==> src/rtl/sirv_otp_rd_ctrl.sv <==
// sirv_otp_rd_ctrl: OTP hard-macro read controller behind the OTP top wrapper.
// It accepts one ICB command at a time. A read drives CE, address and the read strobe with
// programmable setup, strobe and hold timing, then returns the captured word.
// A write gets an error response and never touches the macro.
// Optional feature macro: OTP_RD_BUF_EN. It adds a one-entry last-word buffer, so a repeated
// read of the same word completes without a macro access.
module sirv_otp_rd_ctrl #(
  parameter int OTP_AW  = 13,
  parameter int T_SETUP = 1,
  parameter int T_RD    = 4,
  parameter int T_HOLD  = 1
) (
  input  logic              clk,
  input  logic              rst_n,
  input  logic              icb_cmd_valid,
  output logic              icb_cmd_ready,
  input  logic [31:0]       icb_cmd_addr,
  input  logic              icb_cmd_read,
  input  logic [31:0]       icb_cmd_wdata,
  output logic              icb_rsp_valid,
  input  logic              icb_rsp_ready,
  output logic [31:0]       icb_rsp_rdata,
  output logic              icb_rsp_err,
  output logic              otp_ce,
  output logic              otp_rd,
  output logic [OTP_AW-1:0] otp_a,
  input  logic [31:0]       otp_q
);

  // The single down-counter holds (cycles - 1) for the current timed state.
  localparam int TMAX_SR = (T_SETUP > T_RD) ? T_SETUP : T_RD;
  localparam int TMAX    = (TMAX_SR > T_HOLD) ? TMAX_SR : T_HOLD;
  localparam int CNT_W   = (TMAX > 1) ? $clog2(TMAX) : 1;

  localparam logic [CNT_W-1:0] LD_SETUP = CNT_W'(T_SETUP - 1);
  localparam logic [CNT_W-1:0] LD_RD    = CNT_W'(T_RD - 1);
  localparam logic [CNT_W-1:0] LD_HOLD  = CNT_W'(T_HOLD - 1);

  typedef enum logic [2:0] {IDLE, SETUP, READ, HOLD, RSP} state_t;

  state_t            state_q, state_d;
  logic [CNT_W-1:0]  cnt_q, cnt_d;
  logic              ce_q, ce_d;
  logic              rd_q, rd_d;
  logic [OTP_AW-1:0] a_q, a_d;
  logic              rsp_valid_q, rsp_valid_d;
  logic [31:0]       rdata_q, rdata_d;
  logic              err_q, err_d;

  logic [OTP_AW-1:0] cmd_word;
  logic              cmd_hs;
  logic              capture;
  logic              buf_hit;
  logic [31:0]       buf_rdata;

  // Upper address bits, byte-lane bits and write data carry no meaning here.
  logic unused_ok;
  assign unused_ok = ^{icb_cmd_wdata, icb_cmd_addr[31:OTP_AW+2], icb_cmd_addr[1:0]};

  assign cmd_word      = icb_cmd_addr[OTP_AW+1:2];
  assign icb_cmd_ready = (state_q == IDLE);
  assign cmd_hs        = icb_cmd_valid & icb_cmd_ready;
  assign capture       = (state_q == READ) && (cnt_q == '0);

  assign icb_rsp_valid = rsp_valid_q;
  assign icb_rsp_rdata = rdata_q;
  assign icb_rsp_err   = err_q;
  assign otp_ce        = ce_q;
  assign otp_rd        = rd_q;
  assign otp_a         = a_q;

`ifdef OTP_RD_BUF_EN
  logic              buf_vld_q;
  logic [OTP_AW-1:0] buf_tag_q;
  logic [31:0]       buf_data_q;

  assign buf_hit   = buf_vld_q && (buf_tag_q == cmd_word);
  assign buf_rdata = buf_data_q;

  // Buffer valid bit: set by the first macro capture, cleared only by reset.
  always_ff @(posedge clk or negedge rst_n) begin
    if (!rst_n) begin
      buf_vld_q <= 1'b0;
    end else if (capture) begin
      buf_vld_q <= 1'b1;
    end
  end

  // Buffer tag and data: refreshed on every macro capture. They are qualified by valid, so no reset.
  always_ff @(posedge clk) begin
    if (capture) begin
      buf_tag_q  <= a_q;
      buf_data_q <= otp_q;
    end
  end
`else
  assign buf_hit   = 1'b0;
  assign buf_rdata = 32'h0;
`endif

  // State, counter and all registered outputs.
  always_ff @(posedge clk or negedge rst_n) begin
    if (!rst_n) begin
      state_q     <= IDLE;
      cnt_q       <= '0;
      ce_q        <= 1'b0;
      rd_q        <= 1'b0;
      a_q         <= '0;
      rsp_valid_q <= 1'b0;
      rdata_q     <= 32'h0;
      err_q       <= 1'b0;
    end else begin
      state_q     <= state_d;
      cnt_q       <= cnt_d;
      ce_q        <= ce_d;
      rd_q        <= rd_d;
      a_q         <= a_d;
      rsp_valid_q <= rsp_valid_d;
      rdata_q     <= rdata_d;
      err_q       <= err_d;
    end
  end

  // Next-state logic and next output values. Every register holds its value by default.
  always_comb begin
    state_d     = state_q;
    cnt_d       = cnt_q;
    ce_d        = ce_q;
    rd_d        = rd_q;
    a_d         = a_q;
    rsp_valid_d = rsp_valid_q;
    rdata_d     = rdata_q;
    err_d       = err_q;
    unique case (state_q)
      IDLE: begin
        if (cmd_hs) begin
          if (!icb_cmd_read) begin
            state_d     = RSP;
            rsp_valid_d = 1'b1;
            err_d       = 1'b1;
            rdata_d     = 32'h0;
          end else if (buf_hit) begin
            state_d     = RSP;
            rsp_valid_d = 1'b1;
            err_d       = 1'b0;
            rdata_d     = buf_rdata;
          end else begin
            state_d = SETUP;
            cnt_d   = LD_SETUP;
            ce_d    = 1'b1;
            a_d     = cmd_word;
          end
        end
      end
      SETUP: begin
        if (cnt_q == '0) begin
          state_d = READ;
          cnt_d   = LD_RD;
          rd_d    = 1'b1;
        end else begin
          cnt_d = cnt_q - CNT_W'(1);
        end
      end
      READ: begin
        if (cnt_q == '0) begin
          state_d = HOLD;
          cnt_d   = LD_HOLD;
          rd_d    = 1'b0;
          rdata_d = otp_q;
        end else begin
          cnt_d = cnt_q - CNT_W'(1);
        end
      end
      HOLD: begin
        if (cnt_q == '0) begin
          state_d     = RSP;
          ce_d        = 1'b0;
          rsp_valid_d = 1'b1;
          err_d       = 1'b0;
        end else begin
          cnt_d = cnt_q - CNT_W'(1);
        end
      end
      RSP: begin
        if (icb_rsp_ready) begin
          state_d     = IDLE;
          rsp_valid_d = 1'b0;
        end
      end
      default: begin
        state_d = IDLE;
      end
    endcase
  end

endmodule

==> config.mk <==
export PLATFORM = sky130hd
export DESIGN_NAME = sirv_otp_rd_ctrl
export DESIGN_NICKNAME = d
export VERILOG_FILES = /design/src/rtl/sirv_otp_rd_ctrl.sv
export SDC_FILE = /design/constraint.sdc
export NUM_CORES = 1
export LEC_CHECK = 0
export CAP_MARGIN = 20
export CORE_ASPECT_RATIO = 1.25
export CORE_UTILIZATION = 25
export CTS_BUF_LIST = sky130_fd_sc_hd__clkbuf_2
export DETAILED_ROUTE_END_ITERATION = 16
export SYNTH_ARGS = -nofsm -noshare
export SYNTH_HDL_FRONTEND = slang
export SYNTH_SLANG_ARGS = --single-unit
==> constraint.sdc <==
create_clock -name clk -period 3.8 [get_ports clk]
set_input_delay 0.76 -clock clk [delete_from_list [all_inputs] [get_ports clk]]
set_output_delay 0.76 -clock clk [all_outputs]
set_load 0.05 [all_outputs]
==> flow_summary.toml, run 1 <==
[grt]
use_met1 = 0.150
grt_pass1_wl_mm = 8.41
busiest_layer = "met2"
gr-usage-met3 = 0.0269
grt_start_max_net_pins = 35
grtUsageTotal = 0.114
grt_pass1_vias = 1718
antenna_found_initial = 0
gr-usage-met2 = 0.183
gr-total-overflow = 0

[layout]
drive_gt1_frac = 0.115
fin_nets = 365
synthToLayoutAreaGrowth_pct = 52.2
instances_no_fill = 382
n_antenna_cell = 0
final_util = 0.389

[pwr]
peakVddDrop_v = 0.000353
power_density_mw_per_mm2 = 895
cellLeakagePower_nw = 1.46

[placement]
place_inst = 374
place_hpwl_mm = 3.64
preCtsSetupSlack_ns = 1.34
gp_congestion = 0.672
port_buffers = 99

[worst_setup_path]
start_kind = "register"
crit_fanout = 14
worstPathArrival_ns = 2.20
worstSetupEndpointType = "primary output"
critPathKind = "register to primary output"
required_ns = 3.04

[synthesis]
ys_warn_count = 0
async_flop_share = 1.00
yosys.area.top_type = "dfrtp_1"
synth.mux.area_fraction = 0.0877
synth_edf_count = 0
synth_top_family_by_area = "compound AO/OA/AOI/OAI gates"
synthTopCellsByArea = "dfrtp_1, a22o_1, mux2_4"
seq_area_frac_synth = 0.611
synth_adder_area_share = 0.0170
synth_compound_area_frac = 0.175
synth_most_common_cell = "dfrtp_1"
synth_simple_gate_area_frac = 0.0713
synth_top_area_share = 0.611
synth.net_count = 266
netlist_area_mm2 = 0.00221
syn_area_per_cell_um2 = 13.7
ys_types = 36
synth-main-ff-cell = "dfrtp_1"
synth_seq_cells = 54
synthCells = 162
synthXorXnorAreaFrac = 0.00396
yosys-top-cells-count = "dfrtp_1, a22o_1, mux2_4, buf_2, nand2_1"

[cts]
htree_levels = 2
cts_sinks = 54
clkTransAtPathRegs_ns = 0.30
cts_setup_buffers = 0
clk_path_buf_depth = 2
ctsResizeCount = 0
cts_buffers = 5
clock_latency_ns = 0.43
ctsHoldBuffers = 0
cts_tree = "yes"
root_buffer = "clkbuf_2"

[sta]
fin_ws_ns = 0.840
drv_slew = 0
rsz0062_at_grt = "false"
setup_tns_ns = 0
finalCritPeriodShare = 0.779
fin_crit_ns = 2.96
finalSetupViolations = 0
skew_ns = 0.0150
tightest_slew_ns = 0.781
hold_viol_final = 0
maxSlewHeadroom = 0.479
fmax_mhz = 338

[floorplanning]
rows = 38
die_w_um = 86.1
die_h_um = 107
initial_core_util = 0.256
ios = 151
die-area_mm2 = 0.00923
floorplan.core_area_mm2 = 0.00865

[worst_hold_path]
hp-class = "primary input to async pin"

[flow_run]
drv_cap = 0

[routing]
route.detailed.drc = 0
drtIter0Drc = 55
viasPerCell = 4.45
wl_mm = 5.33
antenna_left = 0
routedWlPerCell_um = 13.9
vias = 1698
dr.pass1.iters = 4

[outcome]
status = "finished clean"
[cells in the final DEF, fill, tap and decap left out, types with 2 or more instances in the layout]
cell type	instances
ha_1	3
inv_1	4
clkbuf_2	5
a22o_1	32
dfrtp_1	54
clkinv_4	2
o21ai_0	5
nor3_1	2
mux2_2	3
clkdlybuf4s50_1	98
buf_4	3
nor2_1	5
mux2_4	10
nor2b_1	2
nand3b_1	2
a21oi_1	2
nor3b_1	4
nand2_1	6
[metrics by stage]
step | total power [mW] | area (um2) | hold WS (ns)
floorplan | 2.20 | 2210 | 0.464
global placement | 2.77 | 3310 | 0.485
detailed placement | 2.78 | 3310 | 0.482
CTS | 3.05 | 3370 | 0.309
global route | 3.17 | 3370 | 0.325
finish | 3.01 | 3370 | 0.348
[logic make-up (layout without fill, tap and decap cells)]
family,after synthesis,count (layout)
simple gates,27,27
xor+xnor,1,1
compound gates,48,48
flops,54,54
mux,14,14
fa+ha+maj,3,3
buf+inv,15,115
[report_power, final]
part	internal, mW	total [mW]	switching (mW)	leakage [nW]
combinational	0.697	1.79	1.09	0.740
clock	0.0539	0.251	0.198	0.0351
sequential	0.797	0.973	0.176	0.683
total	1.55	3.01	1.46	1.46
[flip-flops by register name, summed over array words and instances, names as in the netlist]
register / cells
otp_ce: 1
icb_rsp_err: 1
otp_rd: 1
cnt_q: 2
icb_rsp_valid: 1
icb_rsp_rdata: 32
otp_a: 13
state_q: 3
[worst paths after layout]
path,startpoint,to,slack (ns),cells after the start
min in group clk,otp_rd,otp_rd,0.54,2
max reg2reg,cnt_q[0],icb_rsp_rdata[6],1.53,6
max,state_q[1],icb_cmd_ready,0.84,2
max in group asynchronous,rst_n,icb_rsp_rdata[31],2.69,2
min reg2reg,otp_rd,otp_rd,0.54,2
min,rst_n,icb_rsp_rdata[22],0.35,1
[cell type report]
type	instances	area (um2)
fill	889	5290
sequential	54	1350
timing repair buffer	102	1010
multi-input combinational	93	785
tap	120	150
clock inverter	3	28.8
clock buffer	5	25.0
inverter	5	18.8
[per-layer routing]
metal	up-vias	routed length, um
li1	794	-
met1	831	2430
met2	67	2540
met3	6	279
met4	0	77
met5	-	0
[worst max-delay path, cell delays in order, from the launching register on]
cell,delay (ns)
dfrtp_1,0.63
nor3_2,0.27
clkdlybuf4s50_1,0.86
Power figures use the tool's default switching activity.
==> inputs of run 2 (changes only) <==
- clock period: 3.8 -> 2.5 ns (I/O delays scaled with it)
==> run 2 against run 1 <==
Highest routed layer unchanged. Critical path type unchanged. Clock skew fell by 0.0050 ns. Clock-buffer cell count did not move. Final cell count rose by 0.79%. Worst hold slack got worse by 0.23 ns. Global-route usage barely moved. Flip-flop and latch count did not move. Via count fell by 0.88%. Critical endpoint is now otp_ce. Die area did not move. Critical path depth fell by 1. First-iteration DRC count rose by 1.8%. Non-clock buffer count rose by 4.
==> flow_summary.toml, run 2 (same netlist as run 1, synthesis figures left out) <==
[outcome]
status = "finished clean"

[worst_setup_path]
rrSetupSlack_ns = 0.69
crit_start = "otp_ce"
crit_chain = "clkdlybuf4s50_1"
regToRegEndpoint = "otp_a[11]"
worstSetupEndpointType = "primary output"
slowest_stage = "clkdlybuf4s50_1"
crit_family = "buffers and inverters"
crit_fanout = 3
rr_startpoint = "state_q[1]"
critPathKind = "register to primary output"
slowest_delay_ns = 0.81
required_ns = 2.00
critical_path_buf_inv_count = 1
start_kind = "register"
worstPathArrival_ns = 1.67
r2r_cells = 3

[cts]
ctsResizeCount = 0
clock_latency_ns = 0.41
root_buffer = "clkbuf_2"
htree_levels = 2
cts_sinks = 54
clk_path_buf_depth = 2
clkTransAtPathRegs_ns = 0.27
cts_setup_buffers = 0
cts_buffers = 5
cts_tree = "yes"
ctsHoldBuffers = 0

[pwr]
clockPowerShare = 0.074
p_sw_mw = 2.19
peakVddDrop_v = 0.000477
internal_power_mw = 2.35
seq_power_share = 0.326
cellLeakagePower_nw = 1.47
swShare = 0.483
pwr-share-comb = 0.600
power_density_mw_per_mm2 = 1340

[routing]
viasPerCell = 4.37
drtIter0Drc = 56
routedWlPerCell_um = 13.5
wl_mm = 5.20
dr.pass1.iters = 4
antenna_left = 0
route.detailed.drc = 0
vias = 1683

[grt]
grt_pass1_wl_mm = 8.39
grtUsageTotal = 0.114
grt_start_max_net_pins = 35
busiest_layer = "met2"
antenna_found_initial = 0
use_met1 = 0.151
gr-usage-met3 = 0.0239
grt_pass1_vias = 1675
gr-total-overflow = 0
gr-usage-met2 = 0.189

[layout]
drive_gt1_frac = 0.128
synthToLayoutAreaGrowth_pct = 52.8
largest_register_ff_count = 32
n_antenna_cell = 0
final_common_cell = "clkdlybuf4s50_1"
fillCellCount = 856
fin_nets = 369
mostFrequentLayoutCells = "clkdlybuf4s50_1, dfrtp_1, a22o_1"

[sta]
drv_slew = 0
setup_tns_ns = 0
rsz0062_at_grt = "false"
hold_viol_final = 0
tightest_slew_ns = 0.770
fin_crit_ns = 2.17
fin_ws_ns = 0.333
finalCritPeriodShare = 0.867
finalSetupViolations = 0
skew_ns = 0.0100
fmax_mhz = 462
maxSlewHeadroom = 0.487

[floorplanning]
rows = 38
die-area_mm2 = 0.00923
floorplan.core_area_mm2 = 0.00865
ios = 151
die_h_um = 107
die_w_um = 86.1
initial_core_util = 0.256

[flow_run]
drv_cap = 0

[placement]
port_buffers = 99
preCtsSetupSlack_ns = 0.476
gp_congestion = 0.731
place_hpwl_mm = 3.72

[worst_hold_path]
hp-class = "primary input to async pin"
## run 2: cell type report
class	count	area, um2	share of cell area
inverters	5	18.8	0.00555
clock inverters	2	13.8	0.00407
repair buffers	106	1040	0.307
well taps	120	150	0.0444
clock buffers	5	25.0	0.00740
multi-input cells	93	785	0.232
flip-flops and latches	54	1350	0.400
## run 2: per-stage QoR
stage,instances,instance area (um2),util,power [mW],hold slack [ns]
finish,385,3380,0.391,4.54,0.114
global placement,378,3340,0.386,4.21,0.483
CTS,385,3380,0.391,4.59,0.0838
global route,385,3380,0.391,4.80,0.108
floorplan,162,2210,-,3.34,0.204
detailed placement,378,3340,0.386,4.24,0.481
## run 2: worst max path at each step
stage,cells after the start,slack (ns),endpoint
final,1,0.33,otp_ce
after global routing,1,0.22,otp_ce
after CTS,1,0.27,otp_ce
after detailed placement,3,0.48,otp_a[3]
after global placement,3,0.48,otp_a[5]
after floorplan,4,0.56,otp_a[10]
## run 2: power groups by stage
stage	Combinational, mW	Sequential (mW)	Clock (mW)
2_1_floorplan	0.876	2.46	0
4_1_cts	2.75	1.48	0.365
3_3_place_gp	2.73	1.49	0
6_report	2.72	1.48	0.337
5_1_grt	2.87	1.53	0.403
3_5_place_dp	2.74	1.50	0
## run 2: per-layer routing
metal	part of all wire	wire length (um)	vias to the layer above
met1	0.47	2460	826
li1	-	-	807
met5	0	0	-
met2	0.48	2490	48
met3	0.043	226	2
met4	0.0044	23	0
==> inputs of run 3 (changes only) <==
- SLEW_MARGIN: default -> 20
==> results of run 3 <==
The final DEF is identical to that of run 2; final timing and power are the same.
